==> src/rtl/jtframe_rom_pkg.sv <==
// rtl/jtframe_rom_pkg.sv - shared constants, FSM states and grant helper for the ROM arbiter
package jtframe_rom_pkg;

  localparam int SDRAM_AW = 22;
  localparam int LINE_W   = 32;
  localparam int WORD_W   = 16;

  localparam logic [1:0] IDLE      = 2'd0;
  localparam logic [1:0] WAIT_ACK  = 2'd1;
  localparam logic [1:0] WAIT_DATA = 2'd2;

  // rr=1: first request at or above ptr, wrapping at slots; rr=0: lowest index wins
  function automatic logic [3:0] next_grant(input logic [15:0] req, input logic [3:0] ptr,
                                            input int slots, input logic rr);
    logic [3:0] g;
    logic       found;
    int         idx;
    g     = '0;
    found = 1'b0;
    for (int k = 0; k < 16; k++) begin
      idx = rr ? int'(ptr) + k : k;
      if (idx >= slots) idx = idx - slots;
      if (k < slots && !found && req[idx[3:0]]) begin
        g     = idx[3:0];
        found = 1'b1;
      end
    end
    return g;
  endfunction

endpackage

==> src/rtl/jtframe_rom_line.sv <==
// rtl/jtframe_rom_line.sv - one slot's 32-bit cache line with tag/valid, hit compare and word select
module jtframe_rom_line
  import jtframe_rom_pkg::*;
#(
  parameter int SLOT_AW = 18
) (
  input  logic               clk,
  input  logic               rst,
  input  logic               clr_i,
  input  logic               fill_i,
  input  logic [SLOT_AW-2:0] fill_tag_i,
  input  logic [LINE_W-1:0]  fill_data_i,
  input  logic [SLOT_AW-1:0] addr_i,
  output logic               hit_o,
  output logic [WORD_W-1:0]  dout_o
);

  logic               valid_q;
  logic [SLOT_AW-2:0] tag_q;
  logic [LINE_W-1:0]  line_q;

  always_ff @(posedge clk or posedge rst) begin
    if (rst) begin
      valid_q <= 1'b0;
      tag_q   <= '0;
      line_q  <= '0;
    end else if (clr_i) begin
      valid_q <= 1'b0;
    end else if (fill_i) begin
      valid_q <= 1'b1;
      tag_q   <= fill_tag_i;
      line_q  <= fill_data_i;
    end
  end

  assign hit_o  = valid_q & (tag_q == addr_i[SLOT_AW-1:1]);
  assign dout_o = addr_i[0] ? line_q[LINE_W-1:WORD_W] : line_q[WORD_W-1:0];

endmodule

==> src/rtl/jtframe_rom_arb.sv <==
// rtl/jtframe_rom_arb.sv - N-slot cached SDRAM read arbiter; JTFRAME_ROM_STATS_EN adds miss counters
module jtframe_rom_arb
  import jtframe_rom_pkg::*;
#(
  parameter int                  SLOTS   = 4,
  parameter int                  SLOT_AW = 18,
  parameter logic [SLOTS*22-1:0] OFFSETS = {SLOTS{22'h0}},
  parameter int                  RR_EN   = 1
) (
  input  logic                       clk,
  input  logic                       rst,
  input  logic                       downloading,
  input  logic [SLOTS-1:0]           slot_cs,
  input  logic [SLOTS*SLOT_AW-1:0]   slot_addr,
  output logic [SLOTS*WORD_W-1:0]    slot_dout,
  output logic [SLOTS-1:0]           slot_ok,
  output logic                       sdram_req,
  output logic [SDRAM_AW-1:0]        sdram_addr,
  input  logic                       sdram_ack,
  input  logic                       data_rdy,
  input  logic [LINE_W-1:0]          data_read,
  output logic                       refresh_en
`ifdef JTFRAME_ROM_STATS_EN
  ,
  output logic [SLOTS*16-1:0]        miss_cnt
`endif
);

  logic [1:0]          state_q, state_d;
  logic [3:0]          grant_q, grant_d;
  logic [3:0]          ptr_q, ptr_d;
  logic [SLOT_AW-2:0]  tag_q, tag_d;
  logic                req_q, req_d;
  logic [SDRAM_AW-1:0] addr_q, addr_d;
  logic                refresh_q, refresh_d;

  logic [SLOTS-1:0]    hit, miss, fill;
  logic [3:0]          g;
  logic [SLOT_AW-2:0]  g_tag;
  logic [SDRAM_AW-1:0] g_off;
  logic                any_miss;

  for (genvar i = 0; i < SLOTS; i++) begin : g_slot
    jtframe_rom_line #(.SLOT_AW(SLOT_AW)) u_line (
      .clk         (clk),
      .rst         (rst),
      .clr_i       (downloading),
      .fill_i      (fill[i]),
      .fill_tag_i  (tag_q),
      .fill_data_i (data_read),
      .addr_i      (slot_addr[i*SLOT_AW +: SLOT_AW]),
      .hit_o       (hit[i]),
      .dout_o      (slot_dout[i*WORD_W +: WORD_W])
    );
    assign slot_ok[i] = slot_cs[i] & hit[i];
    assign miss[i]    = slot_cs[i] & ~hit[i] & ~downloading;
    // fill goes to the latched grant with the latched tag, whatever the live address is now
    assign fill[i]    = (state_q == WAIT_DATA) & data_rdy & ~downloading & (grant_q == 4'(i));
  end

  assign any_miss = |miss;
  assign g        = next_grant(16'(miss), ptr_q, SLOTS, RR_EN != 0);

  always_comb begin
    g_tag = '0;
    g_off = '0;
    for (int i = 0; i < SLOTS; i++) begin
      if (g == 4'(i)) begin
        g_tag = slot_addr[i*SLOT_AW+1 +: SLOT_AW-1];
        g_off = OFFSETS[i*SDRAM_AW +: SDRAM_AW];
      end
    end
  end

  always_comb begin
    state_d   = state_q;
    grant_d   = grant_q;
    ptr_d     = ptr_q;
    tag_d     = tag_q;
    req_d     = req_q;
    addr_d    = addr_q;
    refresh_d = refresh_q;
    if (downloading) begin
      state_d   = IDLE;
      req_d     = 1'b0;
      refresh_d = 1'b1;
    end else begin
      case (state_q)
        IDLE: begin
          if (any_miss) begin
            grant_d   = g;
            tag_d     = g_tag;
            addr_d    = g_off + SDRAM_AW'({g_tag, 1'b0});
            req_d     = 1'b1;
            refresh_d = 1'b0;
            ptr_d     = (g == 4'(SLOTS-1)) ? 4'd0 : g + 4'd1;
            state_d   = WAIT_ACK;
          end else begin
            refresh_d = 1'b1;
          end
        end
        WAIT_ACK: begin
          if (sdram_ack) begin
            req_d   = 1'b0;
            state_d = WAIT_DATA;
          end
        end
        WAIT_DATA: begin
          if (data_rdy) state_d = IDLE;
        end
        default: state_d = IDLE;
      endcase
    end
  end

  always_ff @(posedge clk or posedge rst) begin
    if (rst) begin
      state_q   <= IDLE;
      grant_q   <= '0;
      ptr_q     <= '0;
      tag_q     <= '0;
      req_q     <= 1'b0;
      addr_q    <= '0;
      refresh_q <= 1'b1;
    end else begin
      state_q   <= state_d;
      grant_q   <= grant_d;
      ptr_q     <= ptr_d;
      tag_q     <= tag_d;
      req_q     <= req_d;
      addr_q    <= addr_d;
      refresh_q <= refresh_d;
    end
  end

  assign sdram_req  = req_q;
  assign sdram_addr = addr_q;
  assign refresh_en = refresh_q;

`ifdef JTFRAME_ROM_STATS_EN
  logic                dl_q;
  logic [SLOTS*16-1:0] cnt_q;

  always_ff @(posedge clk or posedge rst) begin
    if (rst) begin
      dl_q  <= 1'b0;
      cnt_q <= '0;
    end else begin
      dl_q <= downloading;
      for (int i = 0; i < SLOTS; i++) begin
        if (downloading && !dl_q) begin
          cnt_q[i*16 +: 16] <= '0;
        end else if (state_q == IDLE && !downloading && any_miss && g == 4'(i)
                     && cnt_q[i*16 +: 16] != 16'hFFFF) begin
          cnt_q[i*16 +: 16] <= cnt_q[i*16 +: 16] + 16'd1;
        end
      end
    end
  end

  assign miss_cnt = cnt_q;
`endif

endmodule

==> config.mk <==
export PLATFORM = sky130hd
export DESIGN_NAME = jtframe_rom_arb
export DESIGN_NICKNAME = d
export VERILOG_FILES = /design/src/rtl/jtframe_rom_pkg.sv /design/src/rtl/jtframe_rom_line.sv /design/src/rtl/jtframe_rom_arb.sv
export SDC_FILE = /design/constraint.sdc
export NUM_CORES = 1
export LEC_CHECK = 0
export BUFFER_PORTS_ARGS = -buffer_cell sky130_fd_sc_hd__buf_2
export CAP_MARGIN = 20
export CORE_UTILIZATION = 52
export CTS_BUF_LIST = sky130_fd_sc_hd__clkbuf_4
export DETAILED_ROUTE_END_ITERATION = 12
export PLACE_DENSITY = 0.88
export REMOVE_ABC_BUFFERS = 1
export SYNTH_ARGS = -nofsm -noshare
export SYNTH_HDL_FRONTEND = slang
export SYNTH_SLANG_ARGS = --single-unit
==> constraint.sdc <==
create_clock -name clk -period 7.8 [get_ports clk]
set_clock_uncertainty 0.2 [all_clocks]
set_input_delay 1.95 -clock clk [delete_from_list [all_inputs] [get_ports clk]]
set_output_delay 1.95 -clock clk [all_outputs]
set_load 0.1 [all_outputs]
# [Word level (Yosys, flattened, before mapping)]
# Index checks and enable logic that the tools add are counted.
[totals] inputBits=113 ff_bits=229
[classes] n_reduce_logical=23 n_mux=48 eq_ne=15 magnitude_cmp=8 bitwise=27 n_addsub=8
[ops] cell="$eq A17 B17 Y1" count=4
[ops] cell="$mux W17" count=4
[ops] cell="$mux W16" count=4
[ops] cell="$mux W4" count=9
[ops] cell="$and A1 B1 Y1" count=22
[ops] cell="$mux W1" count=21
[ops] cell="$lt A4 B5 Y1 const B" count=4
[ops] cell="$bmux W1 S4" count=4
[ops] cell="$eq A4 B2 Y1 const B" count=4
[ops] cell="$sub A4 B3 Y4 const B" count=4
[ops] cell="$ge A5 B3 Y1 const B" count=3
[ops] cell="$add A4 B2 Y5 const B" count=2
[ops] cell="$reduce_bool A2 Y1" count=5
[ops] cell="$ne A3 B3 Y1 const B" count=3
[ops] cell="$reduce_and A3 Y1" count=3
[ops] cell="$eq A4 B1 Y1 const B" count=2
[ops] cell="$logic_not A4 Y1" count=2
[ops] cell="$mux W2" count=4
[ops] cell="$reduce_and A2 Y1" count=4
[ops] cell="$pmux W2 S3" count=1
[ops] cell="$add A4 B1 Y5 const B" count=1
[ops] cell="$not A1 Y1" count=5
[ops] cell="$add A4 B1 Y4 const B" count=1
[ops] cell="$ge A4 B3 Y1 const B" count=1
[ops] cell="other kinds (8)" count=12

# [Logic depth before layout (Yosys ltp)]
[logic_depth] word_depth=22 mapped_depth=23 depth_no_buf=21

# [Cells and area by module]
# From an unflattened synthesis, not the netlist that was laid out.
[unflattened] hier_cells=870 area_unflattened_um2=11527.3
[modules_own_cells] module="jtframe_rom_line" seq_area_each_um2=1251.2 instances=4 area_per_inst_um2=2303.5 cells_per_inst=149
[modules_own_cells] module="jtframe_rom_arb" seq_area_each_um2=726.9 instances=1 area_per_inst_um2=2313.5 cells_per_inst=274

# [Worst setup path after synthesis]
# Ideal clock, no wire load.
[synth_path] path_kind="input -> output" startpoint="in slot_addr[60]" endpoint="out slot_ok[3]" n_path_buf=0 t_arrival_ns=3.603 path_slack_ns=2.047 t_required_ns=5.650 cell_stages=4 path_cell_list="xor2_1 > or4_1 > nor3_2 > and3_1"
[synth_between] elab_chain_len=3
[synth_lines] item="start, declared" line="jtframe_rom_arb.sv:14" rtl="input logic [SLOTS*SLOT_AW-1:0] slot_addr,"
[synth_lines] item="$eq A17 B17 Y1" line="jtframe_rom_line.sv:36" rtl="assign hit_o = valid_q & (tag_q == addr_i[SLOT_AW-1:1]);"
[synth_lines] item="$and A1 B1 Y1" line="jtframe_rom_line.sv:36"
[synth_lines] item="$and A1 B1 Y1" line="jtframe_rom_arb.sv:55" rtl="assign slot_ok[i] = slot_cs[i] & hit[i];"
[synth_lines] item="end, declared" line="jtframe_rom_arb.sv:16" rtl="output logic [SLOTS-1:0] slot_ok,"
# Every way passes these cells.

# [Final worst setup path]
[layout_path] startpoint="in slot_addr[37]" endpoint="out slot_ok[2]"
# The elaborated chain is that of the path after synthesis.

==> reports/metrics.yaml <==
global_route:
  grt_use_total_pct: 26.68
  grt_max_degree: 109
  gr-total-overflow: 0
  grt_pass1_wl_mm: 45.55
  grt_pass1_vias: 8753
  antenna_found_initial: 5
drt:
  dr_wl_met3_mm: 2.676
  wl_met1_mm: 11.26
  routed_wl_mm: 29.30
  num_vias: 8320
  wire_per_inst_um: 19.88
  drc: 0
  ant_nets: 0
  drt_iter0_drc: 384
  drtPass1Iterations: 7
  top_layer_used: "met4"
  vias_per_cell: 5.645
  wl_met2_mm: 14.84
clock_network:
  clkSinkCount: 229
  cts_buffer_depth: 3
  numCtsBuffers: 61
  cts_tree: "done"
  post_cts_buffers: 0
  clk_latency_ns: 0.70
  clockRootBuffer: "clkbuf_4"
  cts_resized: 0
  clk_pin_slew_ns: 0.05
  cts_hold_buf: 0
  htree_levels: 2
yosys:
  yosysWarningCount: 0
  synthArstFlopShare_pct: 100.0
  synth_edf_count: 0
  syn_area_per_cell_sq_um: 12.04
  ys_types: 60
  synthCells: 943
  seq_area_frac_synth_pct: 50.49
  yosys.area.top_type: "dfrtp_1"
  synth_top_area_share_pct: 50.26
  ys_ff_latch: 229
  synth-main-ff-cell: "dfrtp_1"
  syn_area_sq_mm: 0.01135
  synth_area_leaders: "dfrtp_1, mux2_2, xnor2_1, a21oi_1, mux2_1"
  yosys-top-cells-count: "mux2_2, dfrtp_1, a21oi_1"
  synth_most_common_cell: "mux2_2"
placed_design:
  dp.cells: 1373
  placed_area_sq_mm: 0.01254
  dpl.hpwl_mm: 19.84
  gp_congestion: 0.9676
  io_buffers: 199
  dp_slack_ns: 1.715
pwr:
  ir_worst_vdd_mv: 0.2771
  total_power_uw: 4775
  power_leakage_uw: 0.006903
  power_density_mw_per_mm2: 359.8
die:
  fp.dieW_um: 149.8
  initial_core_util_pct: 53.50
  ios: 205
  core_sq_mm: 0.02122
  die_h_um: 149.8
  rows: 53
  die_area_sq_mm: 0.02243
critical_path:
  end_kind: "output port"
  crit_top_cell: "buf_2"
  cp.required_ns: 5.65
  regToRegStartpoint: "ptr_q[2]"
  path_class: "in -> out"
  arrival_ns: 3.74
  cp-startpoint: "slot_addr[37]"
  critical-path-max-stage-delay_ns: 0.60
  worstPathCellList: "buf_2 -> xnor2_1 -> nand4_1 -> nor3_1 -> and3_1 -> buf_2"
  critical_path.startpoint_type: "input pin"
  critPathSlowestCell: "nor3_1"
  critPathMaxFanout: 4
timing:
  setup_viol: 0
  tightestPinTransition_ns: 0.8406
  report.final.slew_viol_count: 0
  fin_ws_ns: 1.914
  hold_viol: 0
  min_period_ns: 5.886
  whs_ns: 0.2846
  rsz0062_at_grt: "no"
  post-route-period-util_pct: 75.46
  slew_headroom_pct: 43.96
  max_freq_mhz: 169.9
flow_run:
  drv_cap: 0
hold_path:
  min-delay-start: "grant_q[3]"
  min_path_type: "reg -> reg"
final_layout:
  drive_gt1_share_pct: 45.98
  fin_nets: 1288
  fillers: 1621
  multi_input_area_sq_mm: 0.005344
  finalInstanceArea_sq_mm: 0.01327
  syn2layout_area_growth_pct: 16.92
  seq_area_sq_mm: 0.005732
  instances_no_fill: 1474
status:
  status: "complete, no violations"
[placed cells by master, fill, tap and decap left out, types with 3 or more instances in the layout]
cell type / count
or4_1: 3
a21boi_1: 3
o21ai_1: 18
xor2_1: 14
clkinv_1: 6
inv_1: 8
nand4_1: 16
conb_1: 5
mux2_1: 23
diode_2: 5
and3_1: 6
nand2_1: 48
clkbuf_4: 87
nand2b_1: 4
mux2i_1: 3
mux2_2: 238
nor2b_1: 3
nor2_1: 62
and2_1: 4
buf_2: 199
nor3_1: 10
buf_4: 10
xnor2_1: 59
o21ai_0: 10
a21oi_1: 63
ha_1: 14
dfrtp_1: 228
[critical path, delay by kind of cell]
kind	cells	cell delay, ns
simple gates	3	1.00
buf+inv	2	0.54
xor+xnor	1	0.23
[metrics by stage]
| stage | setup TNS, ns | utilization, % |
|---|---|---|
| 2_1_floorplan | -142.40 | - |
| 3_3_place_gp | 0 | 59.07 |
| 3_5_place_dp | 0 | 59.07 |
| 4_1_cts | 0 | 62.49 |
| 5_1_grt | 0 | 62.52 |
| 6_report | 0 | 62.55 |
[where the power goes]
part / total (uW) / internal (uW) / switching, uW / leakage (uW)
sequential: 1630 / 1440 / 195 / 0.00311
clock: 1020 / 538 / 480 / 0.000435
combinational: 2130 / 607 / 1520 / 0.00336
[flip-flops by register name, summed over array words and instances, names as in the netlist]
register / flops
sdram_req: 1
g_slot.u_line.valid_q: 4
g_slot.u_line.line_q: 128
refresh_en: 1
state_q: 2
ptr_q: 4
tag_q: 17
g_slot.u_line.tag_q: 68
grant_q: 4
[layer usage]
layer  vias to the layer above  GRT usage [%]
met3                        49          8.445
met5                         -              0
met2                       354          46.69
met4                         0          8.131
met1                      4131          31.11
li1                       3786              -
[cell type report]
class	count	share of cell area, %
flip-flops and latches	229	43.18
multi-input cells	650	40.26
repair buffers	209	8.069
clock buffers	87	4.921
well taps	275	2.592
clock inverters	9	0.5373
inverters	10	0.3394
diodes	5	0.09427
[cells by family after synthesis]
logic type,count (synthesis),synth area share (%)
other,1,0.03303
xor gates and xnor gates,73,5.632
buffers and inverters,68,2.623
muxes,264,26.15
and+or+nand+nor,176,7.495
AOI/OAI and AO/OA,118,6.029
adders and majority gates,14,1.543
DFF,229,50.49
[final timing paths]
| kind | end | depth (start not counted) | slack [ns] |
|---|---|---|---|
| worst max-delay path | slot_ok[2] | 6 | 1.91 |
| worst min-delay path | grant_q[3] | 1 | 0.28 |
| worst max register to register | tag_q[16] | 21 | 2.55 |
| worst min register to register | grant_q[3] | 1 | 0.28 |
| max in group asynchronous | g_slot[0].u_line.tag_q[7] | 3 | 4.87 |
| min in group asynchronous | g_slot[1].u_line.line_q[0] | 2 | 1.20 |
(Power assumes the default switching activity.)
